File: src/rtl/vram_ctl.sv
// ---------------------------------------------------------------------------
// vram_ctl -- text-mode video RAM controller
//
// Owns the single port of the shared video RAM. LCD character fetches get the
// port with absolute priority; every cycle without a fetch is used by a small
// FSM that runs terminal commands from a byte-stream host: printable write
// with cursor advance, CR / LF / BS, clear screen (FF) and hardware scroll.
//
// Optional feature macro: VRAM_CURSOR_EN
//   defined     -> blinking '_' cursor overlaid on LCD fetches at the cursor
//                  address while the controller is idle.
//   not defined -> LCD data is always the raw RAM data.
//
// Parameters:
//   COLS      characters per row
//   ROWS      rows per screen (COLS*ROWS <= 4096)
//   BLINK_DIV cursor blink half-period is 2**BLINK_DIV clocks (cursor only)
//
// Ports:
//   i_clk        system clock (same clock as the video RAM)
//   i_reset_n    asynchronous active-low reset
//   i_lcd_req    LCD fetch strobe, one cycle per character
//   i_lcd_addr   LCD fetch address
//   o_lcd_data   fetched character, valid 2 cycles after the request, held
//   i_wr_valid   host byte valid (host holds it until accepted)
//   i_wr_char    host byte
//   o_wr_ready   controller accepts a byte this cycle
//   o_busy       controller is executing a command (state != IDLE)
//   o_ram_addr   video RAM address
//   o_ram_we     video RAM write enable
//   o_ram_wdata  video RAM write data
//   i_ram_rdata  video RAM read data, one clock after the address
// ---------------------------------------------------------------------------
module vram_ctl #(
    parameter int COLS      = 106,
    parameter int ROWS      = 36,
    parameter int BLINK_DIV = 24
) (
    input  logic        i_clk,
    input  logic        i_reset_n,
    input  logic        i_lcd_req,
    input  logic [11:0] i_lcd_addr,
    output logic [7:0]  o_lcd_data,
    input  logic        i_wr_valid,
    input  logic [7:0]  i_wr_char,
    output logic        o_wr_ready,
    output logic        o_busy,
    output logic [11:0] o_ram_addr,
    output logic        o_ram_we,
    output logic [7:0]  o_ram_wdata,
    input  logic [7:0]  i_ram_rdata
);

    localparam int CW = (COLS > 1) ? $clog2(COLS) : 1;
    localparam int RW = (ROWS > 1) ? $clog2(ROWS) : 1;

    localparam logic [11:0] LAST_ADDR     = 12'(COLS * ROWS - 1);
    localparam logic [11:0] LAST_ROW_ADDR = 12'((ROWS - 1) * COLS);
    localparam logic [11:0] COLS_A        = 12'(COLS);
    localparam logic [CW-1:0] LAST_COL    = CW'(COLS - 1);
    localparam logic [RW-1:0] LAST_ROW    = RW'(ROWS - 1);

    typedef enum logic [2:0] {
        S_RESET_CLR,
        S_IDLE,
        S_WRITE,
        S_SCR_RD,
        S_SCR_WR,
        S_CLR
    } state_t;

    state_t        r_state;
    logic [CW-1:0] r_col;
    logic [RW-1:0] r_row;
    logic [11:0]   r_caddr;      // row*COLS+col, kept incrementally
    logic [11:0]   r_ptr;        // clear address / scroll source address
    logic [7:0]    r_char;       // latched printable byte
    logic [11:0]   r_last_addr;  // last FSM address, parked on the port in IDLE
    logic          r_rd_pending; // a granted scroll read returns data this cycle
    logic [7:0]    r_scr_data;   // scroll holding register
    logic          r_lcd_pending;
    logic [7:0]    r_lcd_data;

    logic          w_grant;
    logic [11:0]   w_fsm_addr;
    logic          w_fsm_we;
    logic [7:0]    w_fsm_wdata;
    logic          w_lcd_cur;

    // ------------------------------------------------------------------
    // FSM port request, decoded from the current state
    // ------------------------------------------------------------------
    always_comb begin
        w_fsm_addr  = r_last_addr;
        w_fsm_we    = 1'b0;
        w_fsm_wdata = 8'h20;
        case (r_state)
            S_RESET_CLR, S_CLR: begin
                w_fsm_addr = r_ptr;
                w_fsm_we   = 1'b1;
            end
            S_WRITE: begin
                w_fsm_addr  = r_caddr;
                w_fsm_we    = 1'b1;
                w_fsm_wdata = r_char;
            end
            S_SCR_RD: begin
                w_fsm_addr = r_ptr;
            end
            S_SCR_WR: begin
                w_fsm_addr  = r_ptr - COLS_A;
                w_fsm_we    = 1'b1;
                // Right after the read the data is still on the RAM bus; if
                // the write was stalled it comes from the holding register.
                w_fsm_wdata = r_rd_pending ? i_ram_rdata : r_scr_data;
            end
            default: ;
        endcase
    end

    assign w_grant     = ~i_lcd_req;
    assign o_ram_addr  = i_lcd_req ? i_lcd_addr : w_fsm_addr;
    // No writes while reset is held, even though RESET_CLR is already active.
    assign o_ram_we    = i_reset_n & w_grant & w_fsm_we;
    assign o_ram_wdata = w_fsm_wdata;
    assign o_busy      = (r_state != S_IDLE);
    // A byte is only taken in a cycle the FSM actually owns, so a stalled
    // IDLE cycle never swallows the host byte.
    assign o_wr_ready  = (r_state == S_IDLE) & w_grant;
    assign o_lcd_data  = r_lcd_data;

    // ------------------------------------------------------------------
    // Command FSM; every register holds while the LCD owns the port
    // ------------------------------------------------------------------
    always_ff @(posedge i_clk or negedge i_reset_n) begin
        if (!i_reset_n) begin
            r_state     <= S_RESET_CLR;
            r_col       <= '0;
            r_row       <= '0;
            r_caddr     <= '0;
            r_ptr       <= '0;
            r_char      <= 8'h20;
            r_last_addr <= '0;
        end else if (w_grant) begin
            r_last_addr <= w_fsm_addr;
            case (r_state)
                S_RESET_CLR, S_CLR: begin
                    if (r_ptr == LAST_ADDR) r_state <= S_IDLE;
                    else                    r_ptr   <= r_ptr + 12'd1;
                end
                S_IDLE: begin
                    if (i_wr_valid) begin
                        if (i_wr_char >= 8'h20 && i_wr_char <= 8'h7E) begin
                            r_char  <= i_wr_char;
                            r_state <= S_WRITE;
                        end else begin
                            case (i_wr_char)
                                8'h0D: begin
                                    r_col   <= '0;
                                    r_caddr <= r_caddr - 12'(r_col);
                                end
                                8'h0A: begin
                                    if (r_row == LAST_ROW) begin
                                        r_ptr   <= COLS_A;
                                        r_state <= S_SCR_RD;
                                    end else begin
                                        r_row   <= r_row + 1'b1;
                                        r_caddr <= r_caddr + COLS_A;
                                    end
                                end
                                8'h08: begin
                                    if (r_col != '0) begin
                                        r_col   <= r_col - 1'b1;
                                        r_caddr <= r_caddr - 12'd1;
                                    end
                                end
                                8'h0C: begin
                                    r_col   <= '0;
                                    r_row   <= '0;
                                    r_caddr <= '0;
                                    r_ptr   <= '0;
                                    r_state <= S_CLR;
                                end
                                default: ;
                            endcase
                        end
                    end
                end
                S_WRITE: begin
                    if (r_col == LAST_COL) begin
                        r_col <= '0;
                        if (r_row == LAST_ROW) begin
                            // Cursor stays on the last row, which the scroll blanks.
                            r_caddr <= LAST_ROW_ADDR;
                            r_ptr   <= COLS_A;
                            r_state <= S_SCR_RD;
                        end else begin
                            r_row   <= r_row + 1'b1;
                            r_caddr <= r_caddr + 12'd1;
                            r_state <= S_IDLE;
                        end
                    end else begin
                        r_col   <= r_col + 1'b1;
                        r_caddr <= r_caddr + 12'd1;
                        r_state <= S_IDLE;
                    end
                end
                S_SCR_RD: begin
                    r_state <= S_SCR_WR;
                end
                S_SCR_WR: begin
                    if (r_ptr == LAST_ADDR) begin
                        r_ptr   <= LAST_ROW_ADDR;
                        r_state <= S_CLR;
                    end else begin
                        r_ptr   <= r_ptr + 12'd1;
                        r_state <= S_SCR_RD;
                    end
                end
                default: r_state <= S_IDLE;
            endcase
        end
    end

    // ------------------------------------------------------------------
    // Scroll read capture: data arrives the cycle after a granted read
    // and is captured whether or not the LCD owns the port then.
    // ------------------------------------------------------------------
    always_ff @(posedge i_clk or negedge i_reset_n) begin
        if (!i_reset_n) begin
            r_rd_pending <= 1'b0;
            r_scr_data   <= 8'h20;
        end else begin
            r_rd_pending <= (r_state == S_SCR_RD) & w_grant;
            if (r_rd_pending) r_scr_data <= i_ram_rdata;
        end
    end

`ifdef VRAM_CURSOR_EN
    logic [BLINK_DIV:0] r_blink;
    logic               r_lcd_cur;

    // Cursor decision is taken with the request and travels with it.
    always_ff @(posedge i_clk or negedge i_reset_n) begin
        if (!i_reset_n) begin
            r_blink   <= '0;
            r_lcd_cur <= 1'b0;
        end else begin
            r_blink   <= r_blink + 1'b1;
            r_lcd_cur <= i_lcd_req & (i_lcd_addr == r_caddr) &
                         r_blink[BLINK_DIV] & (r_state == S_IDLE);
        end
    end
    assign w_lcd_cur = r_lcd_cur;
`else
    assign w_lcd_cur = 1'b0;
`endif

    // ------------------------------------------------------------------
    // LCD return path: fixed two-cycle latency, held between fetches
    // ------------------------------------------------------------------
    always_ff @(posedge i_clk or negedge i_reset_n) begin
        if (!i_reset_n) begin
            r_lcd_pending <= 1'b0;
            r_lcd_data    <= 8'h00;
        end else begin
            r_lcd_pending <= i_lcd_req;
            if (r_lcd_pending) r_lcd_data <= w_lcd_cur ? 8'h5F : i_ram_rdata;
        end
    end

endmodule

File: config.mk
export PLATFORM = sky130hd
export DESIGN_NAME = vram_ctl
export DESIGN_NICKNAME = d
export VERILOG_FILES = /design/src/rtl/vram_ctl.sv
export SDC_FILE = /design/constraint.sdc
export NUM_CORES = 1
export LEC_CHECK = 0
export CORE_ASPECT_RATIO = 1.5
export CORE_MARGIN = 8
export CORE_UTILIZATION = 31
export CTS_CLUSTER_DIAMETER = 80
export DETAILED_ROUTE_END_ITERATION = 10
export GPL_TIMING_DRIVEN = 0
export PLACE_DENSITY_LB_ADDON = 0.2
export SLEW_MARGIN = 20
export SYNTH_ARGS = -nofsm -noshare
export SYNTH_HDL_FRONTEND = slang
export SYNTH_SLANG_ARGS = --single-unit
File: constraint.sdc
create_clock -name i_clk -period 3 [get_ports i_clk]
set_input_delay 0.45 -clock i_clk [delete_from_list [all_inputs] [get_ports i_clk]]
set_output_delay 0.45 -clock i_clk [all_outputs]
set_load 0.02 [all_outputs]
Word level (Yosys, flattened, before mapping):

Index checks and enable logic that the tools add are counted.

* register bits: 78
* latch bits: 0
* input bits: 32
* memories: 0
* logic and storage cells: 109
* RAM bits: 0
* ROM bits: 0

* divide/modulo/power cells: 0
* reduce and logical (&&, ||, !) cells: 15
* $lt $le $gt $ge: 2
* shifts and indexed selects: 0
* multipliers: 0
* add/sub/neg operators: 9
* mux-type cells: 42
* eq/ne operators: 25
* bitwise operators: 5

Operators with widths (number)
* $mux 12: 13
* $pmux 12 s4: 2
* $pmux 12 s2: 2
* $pmux 12 s3: 1
* $eq 8x4->1 const B: 4
* $mux 7: 4
* $pmux 7 s2: 2
* $add 12x1->12 const B: 2
* $mux 6: 4
* $pmux 6 s2: 2
* $mux 3: 6
* $pmux 8 s2: 1
* $pmux 3 s5: 1
* $reduce_and 7->1: 2
* $add 12x7->12 const B: 1
* $eq 12x12->1 const B: 1
* $reduce_and 6->1: 2
* $sub 12x1->12 const B: 1
* $sub 12x7->12: 1
* $sub 12x7->12 const B: 1
* $ne 2x2->1 const B: 5
* $ge 8x6->1 const B: 1
* $le 8x7->1 const B: 1
* $mux 8: 1
* 29 further kinds: 37

Depth between registers and ports, before layout:

Gate-level depths: netlist of the first run.

* depth after elaboration: 6
* mapped depth: 13
* gate-level depth less buffers: 13

Worst setup path after synthesis of the first run:

Ideal clock, no wire load.

* kind: in2reg
* start: input i_wr_char[0]
* end: register r_caddr[9]
* cell stages on the path: 11
* path slack: -0.206 ns
* arrival time: 3.124 ns
* library setup time: 0.082 ns
* cell sequence: or4b_4 > nor3_4 > nand2_1 > nand2_1 > ha_1 > nor2b_1 > o31a_1 > o41ai_2 > a31oi_1 > a311o_1 > a31oi_1

* word-level cells in the longest chain between the ends: 5
* elaborated cells between the ends (all ways): 16
* classes of those cells: order compare (2); eq/ne (8); mux (4); reduce/logical (2)

Ends and longest elaborated chain
* start: declaration: line 45 `input logic [7:0] i_wr_char,`
* branches (longest 5 deep; another with $ge 8x6->1)
* end signal: assignment: line 160 `r_caddr <= r_caddr - 12'(r_col);`
* end signal: assignment: line 168 `r_caddr <= r_caddr + COLS_A;`
* end signal: assignment: line 174 `r_caddr <= r_caddr - 12'd1;`
* end: declaration: line 75 `logic [11:0] r_caddr;`

Parallel ways; which one is timed is not known. The select of a mux whose other input is x is not followed.
A chain may end at the register's enable or synchronous reset.

Final worst setup path of the first run:

* start: register r_state[2]
* end: output o_ram_addr[3]

* word-level cells in the longest chain between the ends: 4
* elaborated cells between the ends (all ways): 8
* classes of those cells: eq/ne (4); mux (2); reduce/logical (2)

Ends and longest elaborated chain
* start: declaration: line 72 `state_t r_state;`
* start signal: assignment: line 137 `r_state <= S_RESET_CLR;`
* start signal: assignment: line 148 `if (r_ptr == LAST_ADDR) r_state <= S_IDLE;`
* start signal: assignment: line 155 `r_state <= S_WRITE;`
* $eq 3x2->1 (tied with other cells): line 97 `case (r_state)`
* $reduce_or 3->1 (no source line)
* $pmux 12 s3 *: line 97
* $mux 12 *: line 122 `assign o_ram_addr = i_lcd_req ? i_lcd_addr : w_fsm_addr;`
* end: declaration: line 48 `output logic [11:0] o_ram_addr,`

Mark *: on every way between the ends. The rest lies on a longest branch, timed or not.

==> impl_metrics.json, run 1 <==
{
  "ir_worst_vdd_uv": 363.3,
  "grt_pass1_wl_um": 32910,
  "combPwrFrac_pct": 62.3,
  "power_density_mw_per_mm2": 1072,
  "fp.dieArea_mm2": 0.02434,
  "worst_slew_pin_slew_ns": 0.6616,
  "synth_top_area_cell": "dfrtp_1",
  "dp.cells": 1040,
  "busiest_layer": "met2",
  "hold_path_class": "in2async",
  "critical_path_class": "reg2out",
  "dr.pass1.iters": 5,
  "rsz0062_at_grt": "true",
  "grt_max_degree": 54,
  "worstRegToRegCells": 7,
  "cp.required_ns": 2.55,
  "maxSlewHeadroom_pct": 55.68,
  "async_reset_ff_share_pct": 100.0,
  "grt_pass1_vias": 6148,
  "synth_area_leaders": "dfrtp_1 31%, nand2_1 5.3%, o21ai_0 5.1%, a21oi_1 5.0%, mux2_2 4.8%",
  "synthFlopType": "dfrtp_1",
  "drv_slew": 0,
  "grt_overflow_total": 0,
  "clockRootBuffer": "clkbuf_16",
  "instances_no_fill": 1070,
  "synth_nets": 773,
  "vias": 5953,
  "yosysWarnings": 0,
  "finalHoldViolCount": 0,
  "ys_seq_area_share_pct": 32.30,
  "endpoint_kind": "primary output",
  "arrival_ns": 2.54,
  "p_seq_share_pct": 23.1,
  "hold_buffers": 0,
  "htree_num_levels": 3,
  "cp_top_family": "buffers and inverters",
  "core_mm2": 0.01916,
  "drcViolationCount": 0,
  "drt_iter0_drc": 387,
  "numCtsBuffers": 9,
  "ys_ff_latch": 78,
  "die_w_um": 130.1,
  "p_leak_nw": 3.180,
  "cts_tree": "yes",
  "period_share_pct": 99.51,
  "synth_area_mm2": 0.006051,
  "antenna_cells": 0,
  "syn_inst": 722,
  "use_met2_pct": 32.21,
  "met3_usage_pct": 2.112,
  "start_util_pct": 31.58,
  "pre_cts_ws_ns": -1.102,
  "syn2layout_area_growth_pct": 26.49,
  "synth_area_per_cell_um2": 8.381,
  "dpl.hpwl_um": 15520,
  "swShare_pct": 47.55,
  "row_count": 62,
  "clkTransAtPathRegs_ns": 0.07,
  "drt-vias-per-instance": 5.564,
  "die-height_um": 187.1,
  "status": "finished clean",
  "maxCapViolCount": 0,
  "io_buffer_count": 61,
  "switching_power_mw": 3.901,
  "routed_wl_um": 20590,
  "grtUsageTotal_pct": 17.23,
  "nets": 860,
  "slowest_stage": "clkdlybuf4s50_1",
  "drive_gt1_share_pct": 20.15,
  "synth.distinct_cells": 91,
  "clk_latency_ns": 0.35,
  "antenna_left": 0,
  "max_freq_mhz": 335.0,
  "fin_ws_ns": 0.01475,
  "fin_crit_ns": 2.985,
  "cp_num_buf_inv": 3,
  "gp_congestion": 0.9360,
  "finalSetupViolCount": 0,
  "slowest_delay_ns": 0.60,
  "use_met1_pct": 18.46,
  "avgRoutedWirePerCell_um": 19.25,
  "p_clk_share_pct": 14.6,
  "clockBufferDepth": 2,
  "synth_top_area_share_pct": 31.43,
  "crit_chain": "clkbuf_8, clkbuf_2, nor2b_2, a21oi_1, o221ai_1, a21oi_2, a21o_1, clkdlybuf4s50_1",
  "synth_edf_count": 0,
  "clock_skew_ns": 0.009637,
  "io_pins": 63,
  "intPower_mw": 4.303,
  "antenna_found_initial": 0,
  "crit_cells": 8,
  "cp-start-kind": "flop",
  "cts.sinks": 78,
  "cp_max_fo": 10
}
## worst reg2reg max path: cells and delay by family, from the launching register on
family          cells  cell delay (ns)
simple gates        2             0.50
flops               1             0.49
buf+inv             1             0.19
compound gates      3             1.24
fa+ha+maj           1             0.17
## synthesized netlist by cell type, types with 3 or more instances
cell type and number:
o21ai_0 62, mux2_2 26, nand3_1 19, a32o_1 8, nor3_1 9, and3_1 11, a21o_1 7, o22ai_1 7
nand2b_1 8, xor2_1 5, o22a_1 3, o211ai_1 6, xnor2_1 5, clkbuf_1 28, o221ai_1 8, nand4_1 6
o21a_1 9, or2_2 3, nor4_1 6, o31ai_1 14, nor2b_1 9, clkbuf_8 6, nor2_1 56, nand2_1 85
a2bb2oi_1 4, ha_1 18, a31oi_1 15, buf_2 7, and2_1 7, a21oi_1 60, o2bb2ai_1 3, a211oi_1 4
dfrtp_1 76, mux2i_1 5, a211o_1 5, a31o_2 3, or3_1 7, inv_1 25
## timing repair
action / CTS / global route
setup buffers: 16 / 4
endpoints found under the setup margin: 32 / 13
gates resized for setup: 92 / 19
pin swaps: 16 / 3
## path summary, 6_finish.rpt
kind	from	to	slack (ns)
max	r_state[2]$_DFFE_PN0P_	o_ram_addr[3]	0.01
min	i_reset_n	r_ptr[11]$_DFFE_PN0P_	0.02
max reg2reg	r_col[1]$_DFFE_PN0P_	r_ptr[7]$_DFFE_PN0P_	0.31
min reg2reg	r_last_addr[6]$_DFFE_PN0N_	r_last_addr[6]$_DFFE_PN0N_	0.47
max in group asynchronous	i_reset_n	r_scr_data[5]$_DFF_PN1_	2.34
min in group i_clk	i_wr_char[0]	r_char[0]$_DFFE_PN0P_	0.35
## sequential cells by signal, summed over array words and instances (netlist names)
| register | count |
|---|---|
| o_lcd_data | 8 |
| r_caddr | 12 |
| r_char | 8 |
| r_col | 7 |
| r_last_addr | 12 |
| r_lcd_pending | 1 |
| r_ptr | 12 |
| r_rd_pending | 1 |
| r_row | 6 |
| r_scr_data | 8 |
| r_state | 3 |
## stage by stage
stage / util [%] / setup TNS [ns] / hold WS (ns) / total power [mW] / instance area, um^2
2_1_floorplan: - / -0.3582 / 0.1544 / 5.164 / 6067
3_3_place_gp: 36.52 / -143.18 / 0.4536 / 6.612 / 6998
3_5_place_dp: 36.65 / -12.78 / 0.4090 / 6.623 / 7023
4_1_cts: 39.50 / -0.08059 / 0.03201 / 8.134 / 7569
5_1_grt: 39.94 / -0.1977 / 0.04484 / 8.824 / 7654
6_report: 39.94 / 0 / 0.02071 / 8.203 / 7654
## cells in the final DEF, fill, tap and decap left out, types with 5 or more instances in the layout
cell,netlist,layout
nor3_1,9,9
and2_1,7,7
nand3_1,19,19
or3_1,7,6
a211o_1,5,5
clkbuf_16,0,9
a32o_1,8,8
clkbuf_4,0,6
nand4_1,6,6
inv_1,25,23
buf_2,7,8
nor2b_1,9,5
o21ai_1,2,5
o211ai_1,6,6
dlygate4sd2_1,0,9
o22ai_1,7,6
a21oi_1,60,55
dfrtp_1,76,72
nand2b_1,8,8
nand2_1,85,82
o31ai_1,14,13
o21ai_0,62,59
a31oi_1,15,15
xor2_1,5,5
a21o_1,7,7
ha_1,18,14
clkdlybuf4s50_1,0,41
clkbuf_2,0,6
xnor2_1,5,5
and3_1,11,11
o221ai_1,8,8
clkbuf_8,6,6
mux2_2,26,26
o21a_1,9,9
buf_4,0,23
nor2_1,56,54
clkbuf_1,28,11
mux2i_1,5,5
## layout make-up
| cell class | count | area (um^2) |
|---|---|---|
| repair buffers | 82 | 787.0 |
| multi-input cells | 573 | 3904 |
| flip-flops and latches | 78 | 1959 |
| clock buffers | 9 | 225.2 |
| inverters | 26 | 102.6 |
| fillers | 2010 | 11510 |
| well taps | 256 | 320.3 |
| plain buffers | 39 | 266.5 |
| clock inverters | 7 | 88.84 |
## power by group through the flow
stage	sequential (mW)	combinational, mW	clock (mW)
after global placement	1.86	4.75	0
after floorplan	1.74	3.42	0
after CTS	1.89	5.01	1.24
after detailed placement	1.86	4.76	0
after global routing	1.96	5.59	1.27
final	1.90	5.11	1.20
## cells by family (layout without fill, tap and decap cells)
| group | count (synthesis) | after routing | share of synthesized area (%) |
|---|---|---|---|
| buffers and inverters | 71 | 163 | 5.790 |
| flip-flops | 78 | 78 | 32.30 |
| adder cells (fa/ha/maj) | 19 | 19 | 4.053 |
| AO/OA/AOI/OAI | 256 | 256 | 28.41 |
| AND/OR/NAND/NOR | 256 | 256 | 21.96 |
| multiplexers | 32 | 32 | 6.038 |
| XOR/XNOR | 10 | 10 | 1.447 |
## layer usage
layer	vias to the layer above	routed length, um
met4	0	711
met1	2909	8038
li1	2849	-
met2	148	11230
met5	-	0
met3	47	619
(Power assumes the default switching activity.)
==> inputs of run 2 (changes only) <==
--- a/config.mk
+++ b/config.mk
@@ -11,6 +11,7 @@
 export CTS_CLUSTER_DIAMETER = 80
 export DETAILED_ROUTE_END_ITERATION = 10
 export GPL_TIMING_DRIVEN = 0
+export HOLD_SLACK_MARGIN = 0.15
 export PLACE_DENSITY_LB_ADDON = 0.2
 export SLEW_MARGIN = 20
 export SYNTH_ARGS = -nofsm -noshare
==> impl_metrics.json, run 2 (synthesized netlist as in run 1, its figures left out) <==
{
  "dpl.hpwl_um": 15520,
  "pre_cts_ws_ns": -1.102,
  "busiest_layer": "met2",
  "avgRoutedWirePerCell_um": 19.26,
  "met3_usage_pct": 2.112,
  "arrival_ns": 2.54,
  "reg.largest.list": "r_caddr: 12 flops, r_last_addr: 12 flops, r_ptr: 12 flops",
  "drt-vias-per-instance": 5.588,
  "antenna_left": 0,
  "die_w_um": 130.1,
  "vias": 5985,
  "drcViolationCount": 0,
  "fin_setup_tns_ns": 0,
  "cts_tree": "yes",
  "cts.sinks": 78,
  "dr.pass1.iters": 5,
  "cp-start-kind": "flop",
  "start_util_pct": 31.58,
  "cp.required_ns": 2.55,
  "drt_iter0_drc": 354,
  "period_share_pct": 99.79,
  "clkTransAtPathRegs_ns": 0.07,
  "drv_slew": 0,
  "most-common-layout-cells": "82 x nand2_1, 72 x dfrtp_1, 59 x o21ai_0",
  "htree_num_levels": 3,
  "critical_path_class": "reg2out",
  "final_common_cell": "nand2_1",
  "ir_worst_vdd_uv": 365.8,
  "fin_ws_ns": 0.006228,
  "rsz0062_at_grt": "true",
  "max_freq_mhz": 334.0,
  "endpoint_kind": "primary output",
  "status": "finished clean",
  "worst_slew_pin_slew_ns": 0.6626,
  "grt_pass1_wl_um": 32920,
  "clockBufferDepth": 2,
  "core_mm2": 0.01916,
  "power_density_mw_per_mm2": 1072,
  "syn2layout_area_growth_pct": 26.65,
  "grt_pass1_vias": 6151,
  "clock_skew_ns": 0.009832,
  "clockRootBuffer": "clkbuf_16",
  "fp.dieArea_mm2": 0.02434,
  "finalSetupViolCount": 0,
  "die-height_um": 187.1,
  "antenna_cells": 0,
  "maxCapViolCount": 0,
  "gp_congestion": 0.9360,
  "finalHoldViolCount": 0,
  "hold_path_class": "in2reg",
  "antenna_found_initial": 0,
  "nets": 861,
  "grtUsageTotal_pct": 17.23,
  "io_pins": 63,
  "io_buffer_count": 61,
  "cp_max_fo": 10,
  "use_met1_pct": 18.48,
  "maxSlewHeadroom_pct": 55.42,
  "row_count": 62,
  "routed_wl_um": 20630,
  "grt_overflow_total": 0,
  "numCtsBuffers": 9,
  "p_leak_nw": 3.184,
  "clk_latency_ns": 0.35,
  "drive_gt1_share_pct": 20.12,
  "fin_crit_ns": 2.994,
  "whs_ns": 0.3572,
  "fin_total_pwr_mw": 8.215,
  "use_met2_pct": 32.21,
  "grt_max_degree": 54
}
==> run 2: cell count changes in the layout (fill, tap and decap cells not counted) <==
| cell | before | now |
|---|---|---|
| dlygate4sd3_1 | 0 | 1 |
==> run 2: timing repair <==
action / CTS / global route
buffers inserted: 16 / 4
pin swaps: 16 / 3
gates resized for setup: 92 / 19
setup endpoints to repair: 32 / 13
hold buffers: 1 / 0
hold endpoints to repair: 25 / 0
==> run 2: path summary, 6_finish.rpt <==
path / startpoint / to / slack, ns / cells after the start
worst max-delay path: r_state[2]$_DFFE_PN0P_ / o_ram_addr[3] / 0.006 / 8
worst min-delay path: i_wr_char[0] / r_char[0]$_DFFE_PN0P_ / 0.36 / 2
worst max register to register: r_col[1]$_DFFE_PN0P_ / r_ptr[7]$_DFFE_PN0P_ / 0.32 / 8
worst min register to register: r_last_addr[6]$_DFFE_PN0N_ / r_last_addr[6]$_DFFE_PN0N_ / 0.47 / 2
max in group asynchronous: i_reset_n / r_scr_data[5]$_DFF_PN1_ / 1.80 / 3
min in group asynchronous: i_reset_n / r_ptr[11]$_DFFE_PN0P_ / 0.56 / 2
==> run 2: final cells by class <==
type                       count  area, um^2
buffer                        39       266.5
clock buffer                   9       225.2
clock inverter                 7       88.84
fill                        2009       11500
inverter                      26       102.6
multi-input combinational    573        3904
sequential                    78        1959
tap                          256       320.3
timing repair buffer          83       797.0
==> run 2: per-stage QoR <==
step | cell area, um^2 | std cells | util (%)
after floorplan | 6067 | 722 | -
after global placement | 6998 | 1039 | 36.52
after detailed placement | 7023 | 1040 | 36.65
after CTS | 7579 | 1068 | 39.55
after global routing | 7664 | 1071 | 40.00
final | 7664 | 1071 | 40.00
==> run 2: report_power, final <==
part	total [mW]	switching, mW	internal, mW
Combinational	5.12	2.95	2.17
Clock	1.20	0.530	0.668
Sequential	1.90	0.433	1.46
Total	8.22	3.91	4.30
==> run 2: metal layers <==
metal,vias to the layer above,routed length [um]
li1,2849,-
met1,2953,8033
met2,138,11270
met3,45,625
met4,0,703
met5,-,0
==> run 2: critical path, stage by stage, from the launching register on <==
cell	delay, ns
dfrtp_1	0.37
clkbuf_8	0.17
clkbuf_2	0.21
nor2b_2	0.24
a21oi_1	0.15
o221ai_1	0.15
a21oi_2	0.20
a21o_1	0.11
clkdlybuf4s50_1	0.60
